$ cat config.mk
export PLATFORM = sky130hd
export DESIGN_NAME = adc_frame_sequencer
export DESIGN_NICKNAME = d
export VERILOG_FILES = /design/src/rtl/adc_frame_sequencer.sv
export SDC_FILE = /design/constraint.sdc
export NUM_CORES = 1
export LEC_CHECK = 0
export BUFFER_PORTS_ARGS = -buffer_cell sky130_fd_sc_hd__buf_2
export CAP_MARGIN = 20
export CORE_MARGIN = 1.5
export CORE_UTILIZATION = 55
export CTS_CLUSTER_SIZE = 12
export DETAILED_ROUTE_END_ITERATION = 6
export PLACE_DENSITY_LB_ADDON = 0.15
export SLEW_MARGIN = 20
export SYNTH_ARGS = -nofsm -noshare
export SYNTH_HDL_FRONTEND = slang
export SYNTH_SLANG_ARGS = --single-unit
$ cat constraint.sdc
create_clock -name clk -period 4.6 [get_ports clk]
set_clock_uncertainty 0.1 [all_clocks]
set_input_delay 0.69 -clock clk [delete_from_list [all_inputs] [get_ports clk]]
set_output_delay 0.69 -clock clk [all_outputs]
set_load 0.03 [all_outputs]
$ cat src/rtl/adc_frame_sequencer.sv
// Frame sequencer: turns CASCOUT edges into settled column write strobes for a
// ping-pong pair of 8 x M_SAMPLES frame buffers and hands full banks to the consumer.
module adc_frame_sequencer #(
    parameter int M_SAMPLES   = 512,
    parameter int SETTLE_CYC  = 3,
    parameter int SYNC_STAGES = 2
) (
    input  logic                         clk,
    input  logic                         rst_n,
    input  logic                         enable,
    input  logic                         CASCOUT,
    output logic                         wr_en,
    output logic                         wr_bank,
    output logic [$clog2(M_SAMPLES)-1:0] wr_col,
    output logic                         frame_ready,
    output logic                         frame_bank,
    input  logic                         frame_ack,
    output logic                         overrun,
    output logic [15:0]                  drop_cnt,
    output logic                         busy
);
    localparam int COL_W = $clog2(M_SAMPLES);
    localparam int CNT_W = (SETTLE_CYC > 1) ? $clog2(SETTLE_CYC) : 1;

    localparam logic [2:0] S_IDLE   = 3'd0;
    localparam logic [2:0] S_WAIT   = 3'd1;
    localparam logic [2:0] S_SETTLE = 3'd2;
    localparam logic [2:0] S_WRITE  = 3'd3;
    localparam logic [2:0] S_DONE   = 3'd4;

    logic [2:0]             state;
    logic [CNT_W-1:0]       settle_cnt;
    logic [SYNC_STAGES-1:0] sync_q;
    logic                   sync_prev;
    logic                   cas_edge;
    logic [1:0]             bank_full;
    logic [1:0]             full_nxt;
    logic                   ack_valid;
    logic                   in_write;
    logic                   bank_free;
    logic                   do_write;
    logic                   last_col;
    logic                   drop_write;
    logic                   drop_edge;
    logic [1:0]             drop_inc;

    function automatic logic [15:0] sat_add(input logic [15:0] a, input logic [1:0] inc);
        logic [16:0] sum;
        sum = {1'b0, a} + {15'd0, inc};
        return sum[16] ? 16'hFFFF : sum[15:0];
    endfunction

    // CASCOUT is asynchronous; only the last synchroniser stage feeds the edge detector.
    always_ff @(posedge clk or negedge rst_n) begin
        if (!rst_n) begin
            sync_q    <= '0;
            sync_prev <= 1'b0;
        end else begin
            sync_q    <= {sync_q[SYNC_STAGES-2:0], CASCOUT};
            sync_prev <= sync_q[SYNC_STAGES-1];
        end
    end

    assign cas_edge = sync_q[SYNC_STAGES-1] & ~sync_prev;

    // An ack frees the presented bank in the same cycle, so a write to it can proceed.
    assign ack_valid  = frame_ack & frame_ready;
    assign in_write   = (state == S_WRITE);
    assign bank_free  = ~bank_full[wr_bank] | (ack_valid & (frame_bank == wr_bank));
    assign do_write   = in_write & bank_free;
    assign drop_write = in_write & ~bank_free;
    assign last_col   = (wr_col == COL_W'(M_SAMPLES - 1));
    assign drop_edge  = cas_edge & ((state == S_SETTLE) | (state == S_WRITE));
    assign drop_inc   = {1'b0, drop_write} + {1'b0, drop_edge};

    assign wr_en = do_write;
    assign busy  = (state != S_IDLE);

    always_comb begin
        full_nxt = bank_full;
        if (ack_valid) full_nxt[frame_bank] = 1'b0;
        if (do_write && last_col) full_nxt[wr_bank] = 1'b1;
    end

    always_ff @(posedge clk or negedge rst_n) begin
        if (!rst_n) begin
            state      <= S_IDLE;
            settle_cnt <= '0;
        end else begin
            case (state)
                S_IDLE: begin
                    if (enable) state <= S_WAIT;
                end
                S_WAIT: begin
                    if (!enable) begin
                        state <= S_IDLE;
                    end else if (cas_edge) begin
                        state      <= S_SETTLE;
                        settle_cnt <= CNT_W'(SETTLE_CYC - 1);
                    end
                end
                S_SETTLE: begin
                    if (settle_cnt == '0) state <= S_WRITE;
                    else settle_cnt <= settle_cnt - CNT_W'(1);
                end
                S_WRITE: begin
                    state <= (do_write && last_col) ? S_DONE : S_WAIT;
                end
                S_DONE: begin
                    state <= S_WAIT;
                end
                default: state <= S_IDLE;
            endcase
        end
    end

    always_ff @(posedge clk or negedge rst_n) begin
        if (!rst_n) begin
            wr_col  <= '0;
            wr_bank <= 1'b0;
        end else begin
            if (do_write) wr_col <= last_col ? '0 : wr_col + COL_W'(1);
            if (state == S_DONE) wr_bank <= ~wr_bank;
        end
    end

    // A second full bank waits behind the presented one and is shown on its ack.
    always_ff @(posedge clk or negedge rst_n) begin
        if (!rst_n) begin
            bank_full   <= 2'b00;
            frame_ready <= 1'b0;
            frame_bank  <= 1'b0;
        end else begin
            bank_full <= full_nxt;
            if (ack_valid) begin
                if (bank_full[~frame_bank]) frame_bank <= ~frame_bank;
                else frame_ready <= 1'b0;
            end else if (state == S_DONE && !frame_ready) begin
                frame_ready <= 1'b1;
                frame_bank  <= wr_bank;
            end
        end
    end

    always_ff @(posedge clk or negedge rst_n) begin
        if (!rst_n) begin
            overrun  <= 1'b0;
            drop_cnt <= '0;
        end else if (drop_inc != 2'd0) begin
            overrun  <= 1'b1;
            drop_cnt <= sat_add(drop_cnt, drop_inc);
        end
    end
endmodule

==> impl_results.md, run 1 <==
* Drt pass-1 iters at 4
* Count of cell types in the netlist at between 50 and 60
* Post-synthesis compound-gate area fraction at about an eighth
* Clock Pin Slew Worst Setup and Hold Paths at ~0.070 ns
* Worst-case clock buffer depth at 2
* CTS Buf Count at 5
* Total number of vias at roughly 1600
* Dpl ws at between 0.7 and 0.8 ns
* Hold Crit Class: reg2reg
* Worst path max stage delay at roughly 0.46 ns
* Largest net degree at the start of global routing at 40
* Pwr Total at approximately 0.96 mW
* Reg2Reg Depth at 11
* Crit-path slowest cell: or3b_4
* Status: finished clean
* RSZ-0062 raised after global routing: false
* Yosys top cell area share at 47.02%
* Hold-critical path depth at 0
* Setup repair bufs after CTS at 0
* DIE WIDTH at between 60 and 70 µm
* CTS root buf: clkbuf_8
* Area grow syn2layout at 14.23%
* CP startpoint kind: primary input
* Initial Utilization at 57.13%
* DIE HEIGHT at around 64 µm
* Hpwl dp at between 2 and 3 mm
* # DRC at 0
* Critical path required time at between 4 and 5 ns
* Vias in the first global route at 1522
* Hold Fails Final Rpt at 0
* Worst EP arrival at around 3.7 ns
* GRT Total Usage at 20.84%
* Hold buffer count at CTS at 0
* Drt first-iter violations at approximately 170
* Netlist Area Pre-Place at slightly above 2000 µm²
* Top cells by area, synth: dfrtp_1 47%, nand2_1 4.3%, ha_1 4.2%
* Hold Crit Endpoint: sync_q[1]
* Sequential area share after synthesis at approximately 47%
* Clk sinks at 39
* Synth Warn # at 0
* WS Path Type: in2reg
* Crit path cell chain: buf_2, nand3_1, a32o_1, and2_1, ha_1, ha_1, inv_1, fa_1, or3b_4, nor4_4, nand3_4, o211ai_1
* Most used cell along the critical path: ha_1
* Antenna-violating nets left at 0
* Fraction of registers with async set/reset at 100.0%
* Dominant synthesized flop cell: dfrtp_1
* Top cells by count, synth: 39 x dfrtp_1, 24 x nand2_1, 14 x nor2_1
* R2R Path Start: frame_ready
* Fin crit period at about 3.6 ns
* Synthesized flop and latch total at 39
* Gr ovfl total at 0
* First-pass GRT wire length at roughly 6.7 mm
* Post-synth top area cell: dfrtp_1
* DIE AREA at approximately 4200 µm²
* Worst-skew pair later-pin latency at roughly 0.29 ns
* Syn Nets at about 220
* Slew @ Worst Pin at ~0.86 ns
* Main combinational cell family by area after synthesis: simple AND/OR/NAND/NOR gates
* Critical Path End Type: flop
* Final GP Congestion at about 0.8
* H-tree levels at 2
* CTS tree: built
* Nets at ~260
* Post-synth EDFFs at 0
* Final setup vio count at 0
* Row count at 22
* Tcrit/Tclk final at 77.62%
* Core area at 3633 µm²
* Max Fanout on Critical Path at 13
* Resize count post-CTS at 0
* Leakage at approximately 1.2 nW
* TNS Setup at 0 ns
* Antenna Cells at 0
* DRT Wirelength at roughly 3.9 mm
* Maximum vdd drop at 0.0003203 V
* Count of final max-slew check failures at 0
* DR WL/cell at around 13 µm
* Post-Synth Adder-Cell Area at approximately 5.2%
* Detail-routed via count per cell at 5.636
* Max Clk Rate at about 0.28 GHz
* R2r setup slk at roughly 1.1 ns
* HP Start: sync_q[0]
* Mapped Cells at about 210
* Mux share of post-synthesis cell area at 2.110%
* Power density over the cells at 406.7 nW/µm²
* Top-count cell post-synth: dfrtp_1
* Slew HR at about 43%
* Simple-gate portion of the synthesized area at around a quarter
* FF-to-FF End: drop_cnt[1]
* Share of cells above drive strength 1 at 21.40%
* Synthesized area per cell at around 10 µm²
* Initial antenna violation count at 0
* IO Pins at 36
* Xor-xnor portion of the synthesized cell area at 3.797%
* Final worst setup slack at 1.030 ns
* Port Buffers at 35
* Max_cap viols at 0
==> layer usage <==
metal / track usage (%) / routed length [µm]
met3: 4.861 / 166
met2: 32.03 / 1729
met4: 7.979 / 21
met5: 0 / 0
met1: 28.87 / 1955
==> kinds of logic (layout without fill, tap and decap cells) <==
family          after synthesis  after routing
simple gates                 91             91
compound gates               39             39
flops                        39             39
buf+inv                      18             53
xor+xnor                      9              9
fa+ha+maj                     8              8
mux                           4              4
==> per-stage QoR <==
| step | instances | hold slack [ns] | cell area [µm²] | utilization, % |
|---|---|---|---|---|
| floorplan | 208 | 0.2312 | 2076 | - |
| global placement | 284 | 0.2354 | 2268 | 62.43 |
| detailed placement | 284 | 0.2427 | 2268 | 62.43 |
| CTS | 291 | 0.2596 | 2371 | 65.25 |
| global route | 291 | 0.2715 | 2371 | 65.25 |
| finish | 291 | 0.2575 | 2371 | 65.25 |
==> worst max-delay path, delay by kind of cell <==
kind                       cells  cell delay, ns
and+or+nand+nor                5            1.43
adders and majority gates      3            0.85
AOI/OAI and AO/OA              2            0.54
buffers and inverters          2            0.16
==> layout make-up <==
type	count	area [µm²]
flip-flops and latches	39	975.9
inverters	11	41.29
clock buffers	6	72.57
repair buffers	35	175.2
clock inverters	1	30.03
well taps	48	60.06
fillers	320	1262
multi-input cells	151	1016
==> where the power goes <==
part	internal, mW	total, mW	switching (mW)
registers	0.385	0.431	0.0460
logic	0.0986	0.260	0.162
clock network	0.159	0.273	0.114
==> cells in the final DEF (no fill, tap or decap), types with 3 or more instances in the layout <==
| master | Yosys | final |
|---|---|---|
| clkbuf_8 | 0 | 5 |
| xnor2_1 | 7 | 7 |
| nor3_1 | 4 | 4 |
| nor2_1 | 14 | 14 |
| nor4_1 | 3 | 3 |
| inv_1 | 11 | 11 |
| and3_1 | 3 | 3 |
| nand3_1 | 11 | 11 |
| buf_2 | 1 | 35 |
| o21ai_0 | 11 | 11 |
| dfrtp_1 | 39 | 39 |
| or3_1 | 4 | 4 |
| o211ai_1 | 4 | 4 |
| nand2_1 | 24 | 24 |
| a21oi_1 | 5 | 5 |
| nand2b_1 | 3 | 3 |
| ha_1 | 7 | 7 |
| nor2b_1 | 6 | 6 |
==> registers in the layout, indices dropped and copies added (netlist names) <==
register     count
overrun          1
state            3
settle_cnt       2
frame_bank       1
bank_full        2
drop_cnt        16
wr_bank          1
sync_prev        1
sync_q           2
frame_ready      1
wr_col           9
==> worst max-delay path by stage <==
stage	start	to	slack, ns	cells after the start
2_1_floorplan	frame_ack	drop_cnt[13]	1.03	13
3_3_place_gp	frame_ack	drop_cnt[1]	0.83	12
3_5_place_dp	frame_ack	drop_cnt[1]	0.73	12
4_1_cts	frame_ack	drop_cnt[1]	1.04	12
5_1_grt	frame_ack	drop_cnt[6]	0.88	12
6_report	frame_ack	drop_cnt[1]	1.03	12
No activity file was read; power rests on OpenSTA's default activity.
==> inputs of run 2 (changes only) <==
Settings changed: ABC_AREA set to 1, CORE_UTILIZATION 55 to 50.
Clock period 4.6 ns to 3.2 ns, I/O delays scaled along.
==> run 2 against run 1 <==
Net effect:
- non-clock buffer count unchanged
- wire length up 7.6%
- die area rose by 15%
- sequential share of layout area decreased by 2.6 points
- final cell count grew 25%
- via count up 12%
- hold slack lost 0.065 ns
- first-iteration DRC count fell by 42%
- setup slack got worse by 0.45 ns
- clock power rose by 56%
==> impl_results.md, run 2 <==
* Fraction of registers with async set/reset at 100.0%
* Clk sinks at 39
* Hold Fails Final Rpt at 0
* Combinational Power Share at between 20 and 30%
* RSZ-0062 raised after global routing: false
* Critical Path End Type: flop
* Fin crit period at around 2.6 ns
* Top cells by area, synth: dfrtp_1 45%, nand2_1 13%, inv_1 5.7%
* Tcrit/Tclk final at approximately four fifths
* Worst EP arrival at 2.70 ns
* Final worst setup slack at ~0.58 ns
* Antenna-violating nets left at 0
* Largest register by flop count: drop_cnt
* Maximum vdd drop at between 0.0004 and 0.0005 V
* Worst path max stage delay at ~0.42 ns
* Hpwl dp at a little over 3 mm
* Worst setup startpoint: frame_bank
* Row count at 23
* Power density over the cells at about 590 nW/µm²
* GRT Total Usage at 18.38%
* Yosys top cell area share at approximately 45%
* Critical path required time at between 3 and 4 ns
* Post-synth EDFFs at 0
* DIE WIDTH at 69.14 µm
* Max FFs per register at 16
* TNS Setup at 0 ns
* Max_cap viols at 0
* Area grow syn2layout at 15.73%
* Hold slack at around 0.19 ns
* Fin util at about three fifths
* WS Path Type: reg2reg
* Reg2Reg Depth at 17
* DRT Wirelength at ~4.2 mm
* Vias in the first global route at 1653
* Sequential area share after synthesis at 44.62%
* Resize count post-CTS at 0
* Share of cells above drive strength 1 at a little over a fifth
* Max Clk Rate at ~0.38 GHz
* Max Fanout on Critical Path at 5
* Largest regs: drop_cnt x16, wr_col x9, state x3
* Worst-case clock buffer depth at 2
* Post-synth top area cell: dfrtp_1
* Dpl ws at around 0.40 ns
* Top-count cell post-synth: nand2_1
* Mapped Cells at approximately 270
* CTS tree: built
* First-pass GRT wire length at 7.176 mm
* Worst-skew pair later-pin latency at roughly 0.29 ns
* Most common cell after layout, fill and taps aside: nand2_1
* CTS root buf: clkbuf_8
* Port Buffers at 35
* Synthesized area per cell at 8.041 µm²
* IO Pins at 36
* Detail-routed via count per cell at just over 5
* DIE HEIGHT at slightly below 70 µm
* Internal power at between 0.9 and 1 mW
* Final GP Congestion at 0.8264
* Count of cell types in the netlist at 31
* Sw Ratio at 36.40%
* Crit-path slowest cell: dfrtp_1
* Final setup vio count at 0
* Initial Utilization at between 50 and 60%
* Hold Crit Endpoint: sync_q[0]
* H-tree levels at 2
* Synthesized flop and latch total at 39
* Count of final max-slew check failures at 0
* Hold buffer count at CTS at 0
* Total number of vias at 1834
* Drt first-iter violations at 100
* Crit path cell chain: inv_1, nand2_1, nand3_1, nand2_2, nor2_1, ha_1, ha_1, inv_1, fa_1, inv_1, nand3_2, nor2_4, nand3_4, nor2_4, nand2_1, o21ai_1, nand2_1
* Largest net degree at the start of global routing at 40
* Slew HR at about two fifths
* Dominant synthesized flop cell: dfrtp_1
* Setup repair bufs after CTS at 0
* DR WL/cell at between 10 and 15 µm
* FF-to-FF End: drop_cnt[10]
* Drt pass-1 iters at 4
* Antenna Cells at 0
* Power share of the clock group at between 20% and 30%
* Status: finished clean
* # DRC at 0
* Synth Warn # at 0
* Net Switching at 0.5444 mW
* Netlist Area Pre-Place at around 2200 µm²
* Core area at 4115 µm²
* Slew @ Worst Pin at between 0.8 and 0.9 ns
* Sequential share of power at 42.3%
* Initial antenna violation count at 0
* Hold-critical path depth at 1
* Syn Nets at 285
* CTS Buf Count at 5
* Pwr Total at between 1 and 1.5 mW
* R2r setup slk at around 0.58 ns
* Commonest non-fill, non-tap cells in the layout: 76 x nand2_1, 39 x dfrtp_1, 35 x buf_2
* R2R Path Start: frame_bank
* Gr ovfl total at 0
* Top cells by count, synth: 76 x nand2_1, 39 x dfrtp_1, 33 x inv_1
* Clock Pin Slew Worst Setup and Hold Paths at ~0.08 ns
* HP Start: CASCOUT
* Hold Crit Class: in2reg
* DIE AREA at ~4800 µm²
* Nets at 326
* CP startpoint kind: flop
* Leakage at approximately 1.3 nW
[run 2: layer usage]
metal / share of wire [%] / up-vias / wire length, µm / GRT usage, %
met5: 0 / - / 0 / 0
met4: 1.6 / 0 / 68 / 8.061
met3: 3.8 / 7 / 158 / 3.801
met2: 45 / 29 / 1865 / 28.63
met1: 50 / 860 / 2077 / 24.76
li1: - / 938 / - / -
[run 2: kinds of logic (layout without fill, tap and decap cells)]
group / count (synthesis) / in the layout / share of synthesized area, %
multiplexers: 1 / 1 / 0.4577
XOR/XNOR: 9 / 9 / 3.604
AO/OA/AOI/OAI: 27 / 27 / 6.579
flip-flops: 39 / 39 / 44.62
buffers and inverters: 42 / 84 / 7.609
adder cells (fa/ha/maj): 8 / 8 / 4.920
AND/OR/NAND/NOR: 146 / 146 / 32.21
[run 2: how the worst max path moves through the flow]
stage	to	slack [ns]	cells after the start
5_1_grt	drop_cnt[14]	0.30	17
2_1_floorplan	drop_cnt[10]	0.51	17
3_3_place_gp	drop_cnt[10]	0.44	18
3_5_place_dp	drop_cnt[10]	0.40	18
4_1_cts	drop_cnt[10]	0.56	17
6_report	drop_cnt[10]	0.58	17
[run 2: power groups by stage]
stage | logic (mW) | registers [mW] | clock network [mW]
finish | 0.436 | 0.633 | 0.427
global route | 0.491 | 0.645 | 0.452
CTS | 0.442 | 0.634 | 0.437
detailed placement | 0.436 | 0.643 | 0
global placement | 0.431 | 0.640 | 0
floorplan | 0.255 | 0.711 | 0
[run 2: stage by stage]
step                      area, µm²  instances
final                          2531        364
after global routing           2531        364
after detailed placement       2414        356
after global placement         2414        356
after floorplan                2187        272
after CTS                      2531        364
[run 2: area by class of cell]
type | count | area [µm²]
inverter | 41 | 155.1
sequential | 39 | 975.9
clock buffer | 6 | 82.58
tap | 50 | 62.56
multi-input combinational | 191 | 1045
clock inverter | 2 | 35.03
timing repair buffer | 35 | 175.2
fill | 382 | 1584
[run 2: worst max-delay path, delay by kind of cell (launching register included)]
family | cells | cell delay (ns)
AO/OA/AOI/OAI | 1 | 0.07
adder cells (fa/ha/maj) | 3 | 0.80
AND/OR/NAND/NOR | 10 | 0.90
flip-flops | 1 | 0.42
buffers and inverters | 3 | 0.23
==> inputs of run 3 (changes only) <==
Clock period 3.2 ns to 2.26 ns, I/O delays scaled along.
==> run 3 against run 2 <==
Net effect:
- final cell count increased by 8.0%
- wire length increased by 6.6%
- final area increased by 9.4%
- largest cell class unchanged
- hold slack got worse by 0.14 ns
- core utilization increased by 5.8 points
- fmax increased by 1.4%
- critical path type unchanged
- the run now ends with negative setup slack left
- total power increased by 36%
- global-route usage increased by 1.5 points
- register-to-register slack got worse by 0.90 ns
- non-clock buffer count increased by 29
==> impl_results.md, run 3 (synthesized netlist as in run 2, its figures left out) <==
* DIE WIDTH at just under 70 µm
* Max FFs per register at 16
* TNS Setup at -4.106 ns
* Slew @ Worst Pin at 0.4498 ns
* Hold Crit Endpoint: sync_q[0]
* Port Buffers at 35
* Antenna-violating nets left at 0
* FF-to-FF End: drop_cnt[6]
* Commonest non-fill, non-tap cells in the layout: 72 x nand2_1, 36 x dfrtp_1, 35 x buf_2
* Max Fanout on Critical Path at 4
* HP Start: CASCOUT
* Internal power at approximately 1.3 mW
* Nets at 355
* DIE AREA at 4780 µm²
* CTS root buf: clkbuf_8
* Count of final max-slew check failures at 0
* Placed cells at 377
* # DRC at 0
* Reg2Reg Depth at 17
* Max Clk Rate at 0.3873 GHz
* Worst-skew pair later-pin latency at slightly below 0.3 ns
* Power share of the clock group at between 20% and 30%
* Final GP Congestion at just over 0.8
* WS Path Type: reg2reg
* Hold Crit Class: in2reg
* Largest regs: drop_cnt x16, wr_col x9, state x3
* Vias in the first global route at 1811
* CTS tree: built
* Hold Fails Final Rpt at 0
* Sw Ratio at between 30% and 40%
* Leakage at about 1.4 nW
* Net Switching at 0.7809 mW
* DR WL/cell at between 10 and 15 µm
* Drt pass-1 iters at 4
* Status: complete, but fails checks
* Combinational Power Share at between 30 and 40%
* Core area at between 4000 and 5000 µm²
* RSZ-0062 raised after global routing: true
* Most common cell after layout, fill and taps aside: nand2_1
* Fin crit period at around 2.6 ns
* Fin util at about two thirds
* Hold slack at ~0.055 ns
* Initial antenna violation count at 0
* Gr ovfl total at 0
* GRT Total Usage at 19.93%
* R2R Path Start: wr_bank
* Row count at 23
* Worst-case clock buffer depth at 2
* Antenna Cells at 0
* Cell Count, Final, Fillers Out at 393
* R2r setup slk at -0.32 ns
* Final setup vio count at 16
* Tcrit/Tclk final at 114.2%
* DRT Wirelength at between 4 and 5 mm
* Initial Utilization at approximately 53%
* Clock Pin Slew Worst Setup and Hold Paths at roughly 0.070 ns
* Maximum vdd drop at ~0.00075 V
* Area grow syn2layout at 26.60%
* CP startpoint kind: flop
* Drt first-iter violations at about 100
* Hold-critical path depth at 1
* DIE HEIGHT at slightly below 70 µm
* Hpwl dp at approximately 3.3 mm
* H-tree levels at 2
* First-pass GRT wire length at 7.769 mm
* Failing checks: negative setup slack
* Dpl ws at -0.3388 ns
* Slew HR at between 70% and 80%
* Final worst setup slack at -0.3220 ns
* IO Pins at 36
* Sequential share of power at 43.2%
* Largest register by flop count: drop_cnt
* Largest net degree at the start of global routing at 21
* CTS Buf Count at 5
* Power density over the cells at roughly 740 nW/µm²
* Filler cells at between 300 and 400
* Clk sinks at 39
* Critical Path End Type: flop
* Share of cells above drive strength 1 at 33.24%
* Detail-routed via count per cell at approximately 5
* Max_cap viols at 0
* Total number of vias at ~1900
* Worst EP arrival at 2.66 ns
* Critical path required time at around 2.3 ns
-- run 3: changes by cell type in the layout (fill, tap and decap cells not counted), sizes merged --
cell,change
buf,+28
dlygate4sd3,+1
bufinv,-1
clkbuf,+1
-- run 3: worst max-delay path, stage by stage, from the launching register on --
cell	delay [ns]
dfrtp_2	0.40
inv_2	0.05
nand2_2	0.06
nand3_2	0.07
nand2_2	0.08
nor2_2	0.04
ha_1	0.28
ha_2	0.18
inv_2	0.04
fa_2	0.36
inv_2	0.06
nand3_2	0.07
nor2_4	0.16
buf_4	0.15
buf_4	0.10
nand2_1	0.05
xor2_1	0.14
nand2_1	0.06
-- run 3: worst max path at each step --
stage / startpoint / endpoint / slack (ns) / cells past startpoint
global placement: frame_ack / drop_cnt[10] / -0.28 / 18
CTS: frame_bank / drop_cnt[14] / -0.25 / 16
floorplan: wr_bank / drop_cnt[10] / -0.32 / 17
global route: wr_bank / drop_cnt[10] / -0.48 / 17
finish: wr_bank / drop_cnt[6] / -0.32 / 17
detailed placement: frame_ack / drop_cnt[14] / -0.34 / 18
-- run 3: power groups by stage --
stage	logic, mW	registers [mW]	clock network, mW
after floorplan	0.365	1.01	0
after global placement	0.674	0.893	0
after detailed placement	0.691	0.895	0
after CTS	0.695	0.882	0.471
after global routing	0.784	0.897	0.509
final	0.702	0.879	0.455
-- run 3: timing repair --
action | CTS | global route
pin swaps | 4 | 11
endpoints found under the setup margin | 16 | 16
hold buffers | 1 | 0
resized for setup | 0 | 9
buffers inserted | 1 | 6
hold endpoints to repair | 18 | 0
cloned | 0 | 0
-- run 3: area by class of cell --
| type | count | area, µm² | area share (%) |
|---|---|---|---|
| Clock buffer | 7 | 76.32 | 2.756 |
| Clock inverter | 1 | 5.005 | 0.1807 |
| Inverter | 41 | 155.1 | 5.603 |
| Multi-Input combinational cell | 191 | 1095 | 39.54 |
| Sequential cell | 39 | 979.7 | 35.38 |
| Tap cell | 50 | 62.56 | 2.259 |
| Timing Repair Buffer | 64 | 395.4 | 14.28 |
-- run 3: metrics by stage --
stage	total power, mW	area [µm²]
final	2.036	2769
after global routing	2.190	2769
after CTS	2.048	2684
after detailed placement	1.586	2585
after global placement	1.567	2585
after floorplan	1.372	2201
-- run 3: per-layer routing --
layer	wire length, µm	up-vias	global-route usage (%)
li1	-	1006	-
met5	0	-	0
met4	59	0	6.318
met3	169	7	5.702
met2	2056	31	31.30
met1	2157	905	26.62
